==> src/rtl/dl_report_responder_if.sv <==
`default_nettype none
// ============================================================================
// Module   : dl_report_responder_if
// Brief    : Status-record valid/ready handshake of the deadlock report unit.
// Revision : 1.0 - initial release
// ============================================================================
interface dl_report_responder_if #(
    parameter int IDX_W = 1,
    parameter int CNT_W = 16
);
    logic             report_valid;
    logic             report_ready;
    logic [IDX_W-1:0] report_origin_idx;
    logic [CNT_W-1:0] report_inflight;

    modport master (
        output report_valid,
        output report_origin_idx,
        output report_inflight,
        input  report_ready
    );

    modport slave (
        input  report_valid,
        input  report_origin_idx,
        input  report_inflight,
        output report_ready
    );
endinterface
`default_nettype wire

==> src/rtl/dl_report_responder.sv <==
`default_nettype none
// ============================================================================
// Module   : dl_report_responder
// Brief    : Debounces the deadlock ring flags, elects an origin process and
//            emits one status record before re-arming the ring.
// Revision : 1.0 - initial release
// ============================================================================
module dl_report_responder #(
    parameter int PROC_NUM       = 2,
    parameter int CNT_W          = 16,
    parameter int CONFIRM_CYCLES = 4,
    parameter int IDX_W          = 1
) (
    input  logic                dl_clock,
    input  logic                dl_reset,
    input  logic [PROC_NUM-1:0] dl_in_vec,
    input  logic                all_finish,
    input  logic [CNT_W-1:0]    trans_in_cnt_0,
    input  logic [CNT_W-1:0]    trans_out_cnt_0,
    output logic                dl_detect_out,
    output logic [PROC_NUM-1:0] origin,
    output logic                token_clear,
    output logic [7:0]          dl_count,
    dl_report_responder_if.master rpt
);

    localparam logic [1:0] S_IDLE    = 2'd0;
    localparam logic [1:0] S_CONFIRM = 2'd1;
    localparam logic [1:0] S_REPORT  = 2'd2;
    localparam logic [1:0] S_CLEAR   = 2'd3;

    localparam logic [7:0] CONFIRM_LAST = 8'(CONFIRM_CYCLES);

    logic [1:0]          state_q,    state_d;
    logic [7:0]          cnt_q,      cnt_d;
    logic [IDX_W-1:0]    sel_q,      sel_d;
    logic [PROC_NUM-1:0] origin_q,   origin_d;
    logic                detect_q,   detect_d;
    logic                token_q,    token_d;
    logic                valid_q,    valid_d;
    logic [IDX_W-1:0]    idx_q,      idx_d;
    logic [CNT_W-1:0]    inflight_q, inflight_d;
    logic [7:0]          count_q,    count_d;

    logic [IDX_W-1:0]    lowest_idx;
    logic                sel_flag;
    logic                to_idle;

    // Scanning from the top down leaves the lowest set bit as the winner.
    always_comb begin
        lowest_idx = '0;
        for (int i = PROC_NUM - 1; i >= 0; i--) begin
            if (dl_in_vec[i]) begin
                lowest_idx = IDX_W'(i);
            end
        end
    end

    // origin_q is one-hot of sel_q while confirming, so this picks the elected flag.
    assign sel_flag = |(dl_in_vec & origin_q);

    always_comb begin
        state_d    = state_q;
        cnt_d      = cnt_q;
        sel_d      = sel_q;
        origin_d   = origin_q;
        detect_d   = detect_q;
        token_d    = token_q;
        valid_d    = valid_q;
        idx_d      = idx_q;
        inflight_d = inflight_q;
        count_d    = count_q;
        to_idle    = 1'b0;

        case (state_q)
            S_IDLE: begin
                if ((|dl_in_vec) && !all_finish) begin
                    state_d  = S_CONFIRM;
                    sel_d    = lowest_idx;
                    origin_d = PROC_NUM'(1) << lowest_idx;
                    cnt_d    = 8'd1;
                end
            end
            S_CONFIRM: begin
                if (all_finish || !sel_flag) begin
                    to_idle = 1'b1;
                end else if (cnt_q == CONFIRM_LAST) begin
                    state_d    = S_REPORT;
                    detect_d   = 1'b1;
                    valid_d    = 1'b1;
                    idx_d      = sel_q;
                    inflight_d = trans_in_cnt_0 - trans_out_cnt_0;
                end else begin
                    cnt_d = cnt_q + 8'd1;
                end
            end
            S_REPORT: begin
                // An abort outranks a same-cycle acceptance: the record is dropped.
                if (all_finish) begin
                    to_idle = 1'b1;
                end else if (valid_q && rpt.report_ready) begin
                    state_d = S_CLEAR;
                    valid_d = 1'b0;
                    token_d = 1'b1;
                    if (count_q != 8'hFF) begin
                        count_d = count_q + 8'd1;
                    end
                end
            end
            S_CLEAR: begin
                to_idle = 1'b1;
            end
            default: begin
                to_idle = 1'b1;
            end
        endcase

        if (to_idle) begin
            state_d    = S_IDLE;
            cnt_d      = 8'd0;
            sel_d      = '0;
            origin_d   = '0;
            detect_d   = 1'b0;
            token_d    = 1'b0;
            valid_d    = 1'b0;
            idx_d      = '0;
            inflight_d = '0;
        end
    end

    always_ff @(posedge dl_clock) begin
        if (!dl_reset) begin
            state_q    <= S_IDLE;
            cnt_q      <= 8'd0;
            sel_q      <= '0;
            origin_q   <= '0;
            detect_q   <= 1'b0;
            token_q    <= 1'b0;
            valid_q    <= 1'b0;
            idx_q      <= '0;
            inflight_q <= '0;
            count_q    <= 8'd0;
        end else begin
            state_q    <= state_d;
            cnt_q      <= cnt_d;
            sel_q      <= sel_d;
            origin_q   <= origin_d;
            detect_q   <= detect_d;
            token_q    <= token_d;
            valid_q    <= valid_d;
            idx_q      <= idx_d;
            inflight_q <= inflight_d;
            count_q    <= count_d;
        end
    end

    assign dl_detect_out         = detect_q;
    assign origin                = origin_q;
    assign token_clear           = token_q;
    assign dl_count              = count_q;
    assign rpt.report_valid      = valid_q;
    assign rpt.report_origin_idx = idx_q;
    assign rpt.report_inflight   = inflight_q;

endmodule
`default_nettype wire

==> src/flat_wrapper.sv <==
// flat-port wrapper written by rule: the top's interface ports become plain ports
module dl_report_responder_flat 
#(
    parameter int PROC_NUM       = 2,
    parameter int CNT_W          = 16,
    parameter int CONFIRM_CYCLES = 4,
    parameter int IDX_W          = 1
)
  (dl_clock, dl_reset, dl_in_vec, all_finish, trans_in_cnt_0, trans_out_cnt_0, dl_detect_out, origin, token_clear, dl_count, rpt_report_valid, rpt_report_origin_idx, rpt_report_inflight, rpt_report_ready);
  dl_report_responder_if #(.IDX_W(IDX_W), .CNT_W(CNT_W)) rpt_i ();
  input  logic dl_clock;
  input  logic dl_reset;
  input  logic [PROC_NUM-1:0] dl_in_vec;
  input  logic all_finish;
  input  logic [CNT_W-1:0] trans_in_cnt_0;
  input  logic [CNT_W-1:0] trans_out_cnt_0;
  output logic dl_detect_out;
  output logic [PROC_NUM-1:0] origin;
  output logic token_clear;
  output logic [7:0] dl_count;
  output wire logic [$bits(rpt_i.report_valid)-1:0] rpt_report_valid;
  output wire logic [$bits(rpt_i.report_origin_idx)-1:0] rpt_report_origin_idx;
  output wire logic [$bits(rpt_i.report_inflight)-1:0] rpt_report_inflight;
  input wire logic [$bits(rpt_i.report_ready)-1:0] rpt_report_ready;
  assign rpt_report_valid = rpt_i.report_valid;
  assign rpt_report_origin_idx = rpt_i.report_origin_idx;
  assign rpt_report_inflight = rpt_i.report_inflight;
  assign rpt_i.report_ready = rpt_report_ready;
  dl_report_responder #(.PROC_NUM(PROC_NUM), .CNT_W(CNT_W), .CONFIRM_CYCLES(CONFIRM_CYCLES), .IDX_W(IDX_W)) u_core (.dl_clock(dl_clock), .dl_reset(dl_reset), .dl_in_vec(dl_in_vec), .all_finish(all_finish), .trans_in_cnt_0(trans_in_cnt_0), .trans_out_cnt_0(trans_out_cnt_0), .dl_detect_out(dl_detect_out), .origin(origin), .token_clear(token_clear), .dl_count(dl_count), .rpt(rpt_i));
endmodule
==> config.mk <==
export PLATFORM = sky130hd
export DESIGN_NAME = dl_report_responder_flat
export DESIGN_NICKNAME = d
export VERILOG_FILES = /design/src/rtl/dl_report_responder_if.sv /design/src/rtl/dl_report_responder.sv /design/src/flat_wrapper.sv
export SDC_FILE = /design/constraint.sdc
export NUM_CORES = 1
export LEC_CHECK = 0
export CORE_MARGIN = 3
export CORE_UTILIZATION = 49
export DETAILED_ROUTE_END_ITERATION = 6
export PLACE_DENSITY = 0.82
export SYNTH_ARGS = -nofsm -noshare
export SYNTH_HDL_FRONTEND = slang
export SYNTH_SLANG_ARGS = --single-unit
==> constraint.sdc <==
create_clock -name dl_clock -period 2.7 [get_ports dl_clock]
set_input_delay 0.27 -clock dl_clock [delete_from_list [all_inputs] [get_ports dl_clock]]
set_output_delay 0.27 -clock dl_clock [all_outputs]
set_load 0.02 [all_outputs]
==> run_results.csv <==
group,metric,value,unit
setup_path,crit_fanout,11,
cells_and_area,fill_cells,418,
cts,clock-sinks,40,
cts,cts_max_path_buffers,2,
sta,maxSlewViolCount,0,
sta,worstMarginPinSlew,0.469,ns
yosys,yosys_warnings,0,
setup_path,crit_arrival,2.59,ns
yosys,syn-cell-area,0.00255,mm²
setup_path,r2r-end,"u_core.rpt.report_inflight[4]$_SDFFE_PP0P_",
sta,fin_ws,0.339,ns
placed_design,post-place-cells,453,
floorplan,die_area,0.00611,mm²
cts,cts-root-buf,"clkbuf_8",
detailed_routing,drc,0,
job,cap_viol_max_count,0,
yosys,synth_edf_count,0,
sta,rsz0062_at_grt,"false",
floorplan,coreArea,0.00488,mm²
placed_design,gp_congestion,0.888,
global_route,grt-ovfl-total,0,
worst_hold_path,holdPathStages,2,
yosys,ys_ff_latch,40,
power_and_ir_drop,ir_drop,226,µV
cells_and_area,regArea,801,µm²
yosys,syn_inst,321,
cells_and_area,stdcell_count,461,
detailed_routing,vias,2480,
yosys,async_flop_share,0,%
cts,cts_hold_buf,0,
setup_path,crit_required,2.93,ns
placed_design,place_ws,0.0442,ns
cells_and_area,n_antenna_cell,0,
setup_path,r2r_slack,0.34,ns
detailed_routing,avgViaCountPerCell,5.38,
power_and_ir_drop,cellPowerDensity,471,mW/mm²
worst_hold_path,hold_class,"reg2reg",
worst_hold_path,min_to,"u_core.rpt.report_inflight[2]$_SDFFE_PP0P_",
cts,htreeDepth,2,
sta,max_slew_margin,68.6,%
floorplan,die_x,78.2,µm
yosys,syn_area_per_cell,7.96,µm²
setup_path,path_class,"reg2reg",
sta,fin_crit_sh,87.4,%
cells_and_area,drive_gt1_share,4.57,%
setup_path,rr_worst_depth,7,
cts,clkTransAtPathRegs,0.08,ns
sta,max_clock_freq,424,MHz
setup_path,rr_startpoint,"u_core.cnt_q[0]$_SDFFE_PP0P_",
cts,clock_latency,0.30,ns
yosys,ys.flop_type,"dfxtp_1",
cts,cts_tree,"yes",
detailed_routing,initialDrtViolationCount,129,
sta,fin_crit,2.36,ns
cells_and_area,area_growth,34.1,%
floorplan,die_h,78.2,µm
run_status,status,"finished, final reports clean",
cts,post_cts_buffers,0,
detailed_routing,drt.antenna.violating_nets,0,
power_and_ir_drop,p_leak,1.39,nW
yosys,ys_types,45,
yosys,synth_nets,384,
global_route,grt_pass1_vias,2268,
detailed_routing,avgRoutedWirePerCell,12.8,µm
setup_path,end_kind,"register",
cts,cts_resized,0,
detailed_routing,totalWireLength,5910,µm
placed_design,hpwlAfterDp,4650,µm
sta,finClkSkew,0.00780,ns
floorplan,placementRows,25,
floorplan,initial_core_util,52.3,%
sta,setup_tns,0,ns
sta,setup_viol_count_final,0,
cells_and_area,fin_util,70.2,%
setup_path,critPathLaunch,"u_core.cnt_q[0]$_SDFFE_PP0P_",
worst_hold_path,hold_start,"u_core.rpt.report_inflight[2]$_SDFFE_PP0P_",
cts,cts-buffers-inserted,5,
placed_design,port_buffers,67,
sta,hold_viol_final,0,
setup_path,start_kind,"register",
yosys,ys_seq_area_share,31.4,%
cells_and_area,nNetsFinal,456,
global_route,grt.total_usage,20.4,%
detailed_routing,dr.pass1.iters,4,
global_route,grt_pass1_wl,10200,µm
cells_and_area,multi_input_area,0.00162,mm²
global_route,antenna_found_initial,0,
floorplan,ios,68,
global_route,grt_max_degree,22,
through the flow:
step | area, µm² | power (mW) | hold slack [ns]
floorplan | 2550 | 0.971 | 0.367
global placement | 3310 | 1.11 | 0.444
detailed placement | 3310 | 1.12 | 0.446
CTS | 3420 | 1.62 | 0.457
global route | 3420 | 1.72 | 0.475
finish | 3420 | 1.61 | 0.457
placed cells by master (no fill, tap or decap), drive strengths merged, types with 3 or more instances in the layout:
cell type / instances
clkdlybuf4s50: 67
xnor2: 7
a211oi: 7
a21boi: 5
nor3: 4
nor2b: 5
inv: 24
nand4: 8
o21a: 3
and2: 5
a21o: 4
nand2b: 6
or3: 4
buf: 6
a22oi: 4
ha: 24
and3: 6
a21oi: 33
nand3: 9
nor2: 27
mux2i: 3
o21ai: 13
clkbuf: 5
xor2: 12
dfxtp: 40
nand2: 41
worst max-delay path, cell delays in order, from the launching register on:
cell and delay, ns:
dfxtp_1 0.38, inv_1 0.08, ha_1 0.13, or4b_4 0.47, nor4b_4 0.36, nand3_2 0.29
or3_1 0.43, a21oi_1 0.15
layout make-up:
cell class              instances  share of cell area, %
well taps                      67                   2.45
clock inverters                 3                   1.39
clock buffers                   5                   2.01
repair buffers                 73                   20.9
inverters                      24                   2.63
flip-flops and latches         40                   23.4
multi-input cells             249                   47.2
cell usage after synthesis, types with 2 or more instances:
cell type  count  area share (%)
a211o_1        2            0.69
a211oi_1       7             2.1
a21boi_0       3            0.88
a21boi_1       2            0.59
a21o_1         4             1.2
a21oi_1       33             6.5
a22oi_1        4             1.2
a31oi_1        2            0.49
and2_1         5             1.2
and3_1         6             1.5
buf_4          2            0.59
clkbuf_1       5            0.74
dfxtp_1       40              31
ha_1          24              12
inv_1         24             3.5
mux2i_1        3             1.2
nand2_1       41             6.0
nand2b_1       6             1.5
nand3_1        8             1.6
nand3b_1       2            0.59
nand4_1        8             2.0
nor2_1        27             4.0
nor2b_1        5             1.2
nor3_1         4            0.78
o21a_1         3            0.88
o21ai_0       12             2.4
or3_1          4            0.98
xnor2_1        7             2.4
xor2_1        12             4.1
flip-flops by register name (all words and copies together) (netlist names):
name / flops
u_core.cnt_q: 8
u_core.dl_count: 8
u_core.dl_detect_out: 1
u_core.origin: 2
u_core.rpt.report_inflight: 16
u_core.rpt.report_origin_idx: 1
u_core.rpt.report_valid: 1
u_core.state_q: 2
u_core.token_clear: 1
cell families after synthesis:
family          Yosys count  share of synthesized area (%)
simple gates            123                           24.2
mux                       3                           1.18
flops                    40                           31.4
fa+ha+maj                25                           12.5
xor+xnor                 19                           6.52
buf+inv                  32                           5.29
compound gates           79                           18.9
how the worst max path moves through the flow:
stage / endpoint / slack, ns / cells after the start
after floorplan: u_core.rpt.report_inflight[4]$_SDFFE_PP0P_ / 0.67 / 7
after global placement: u_core.rpt.report_inflight[14]$_SDFFE_PP0P_ / 0.13 / 11
after detailed placement: u_core.rpt.report_inflight[12]$_SDFFE_PP0P_ / 0.04 / 11
after CTS: u_core.rpt.report_inflight[4]$_SDFFE_PP0P_ / 0.35 / 7
after global routing: u_core.cnt_q[3]$_SDFFE_PP0P_ / 0.04 / 9
final: u_core.rpt.report_inflight[4]$_SDFFE_PP0P_ / 0.34 / 7
report_power, final:
group / internal [mW] / leakage (nW) / switching (mW)
Combinational: 0.222 / 1.01 / 0.253
Clock: 0.278 / 0.0583 / 0.216
Sequential: 0.612 / 0.323 / 0.0306
Total: 1.11 / 1.39 / 0.500
routing by layer:
| metal | vias up | track usage, % | wire, µm | part of all wire [%] |
|---|---|---|---|---|
| li1 | 1262 | - | - | - |
| met1 | 1134 | 26.5 | 2760 | 47 |
| met2 | 75 | 33.3 | 2680 | 45 |
| met3 | 9 | 5.50 | 385 | 6.5 |
| met4 | 0 | 5.59 | 89 | 1.5 |
| met5 | - | 0 | 0 | 0 |
(Power assumes the default switching activity.)
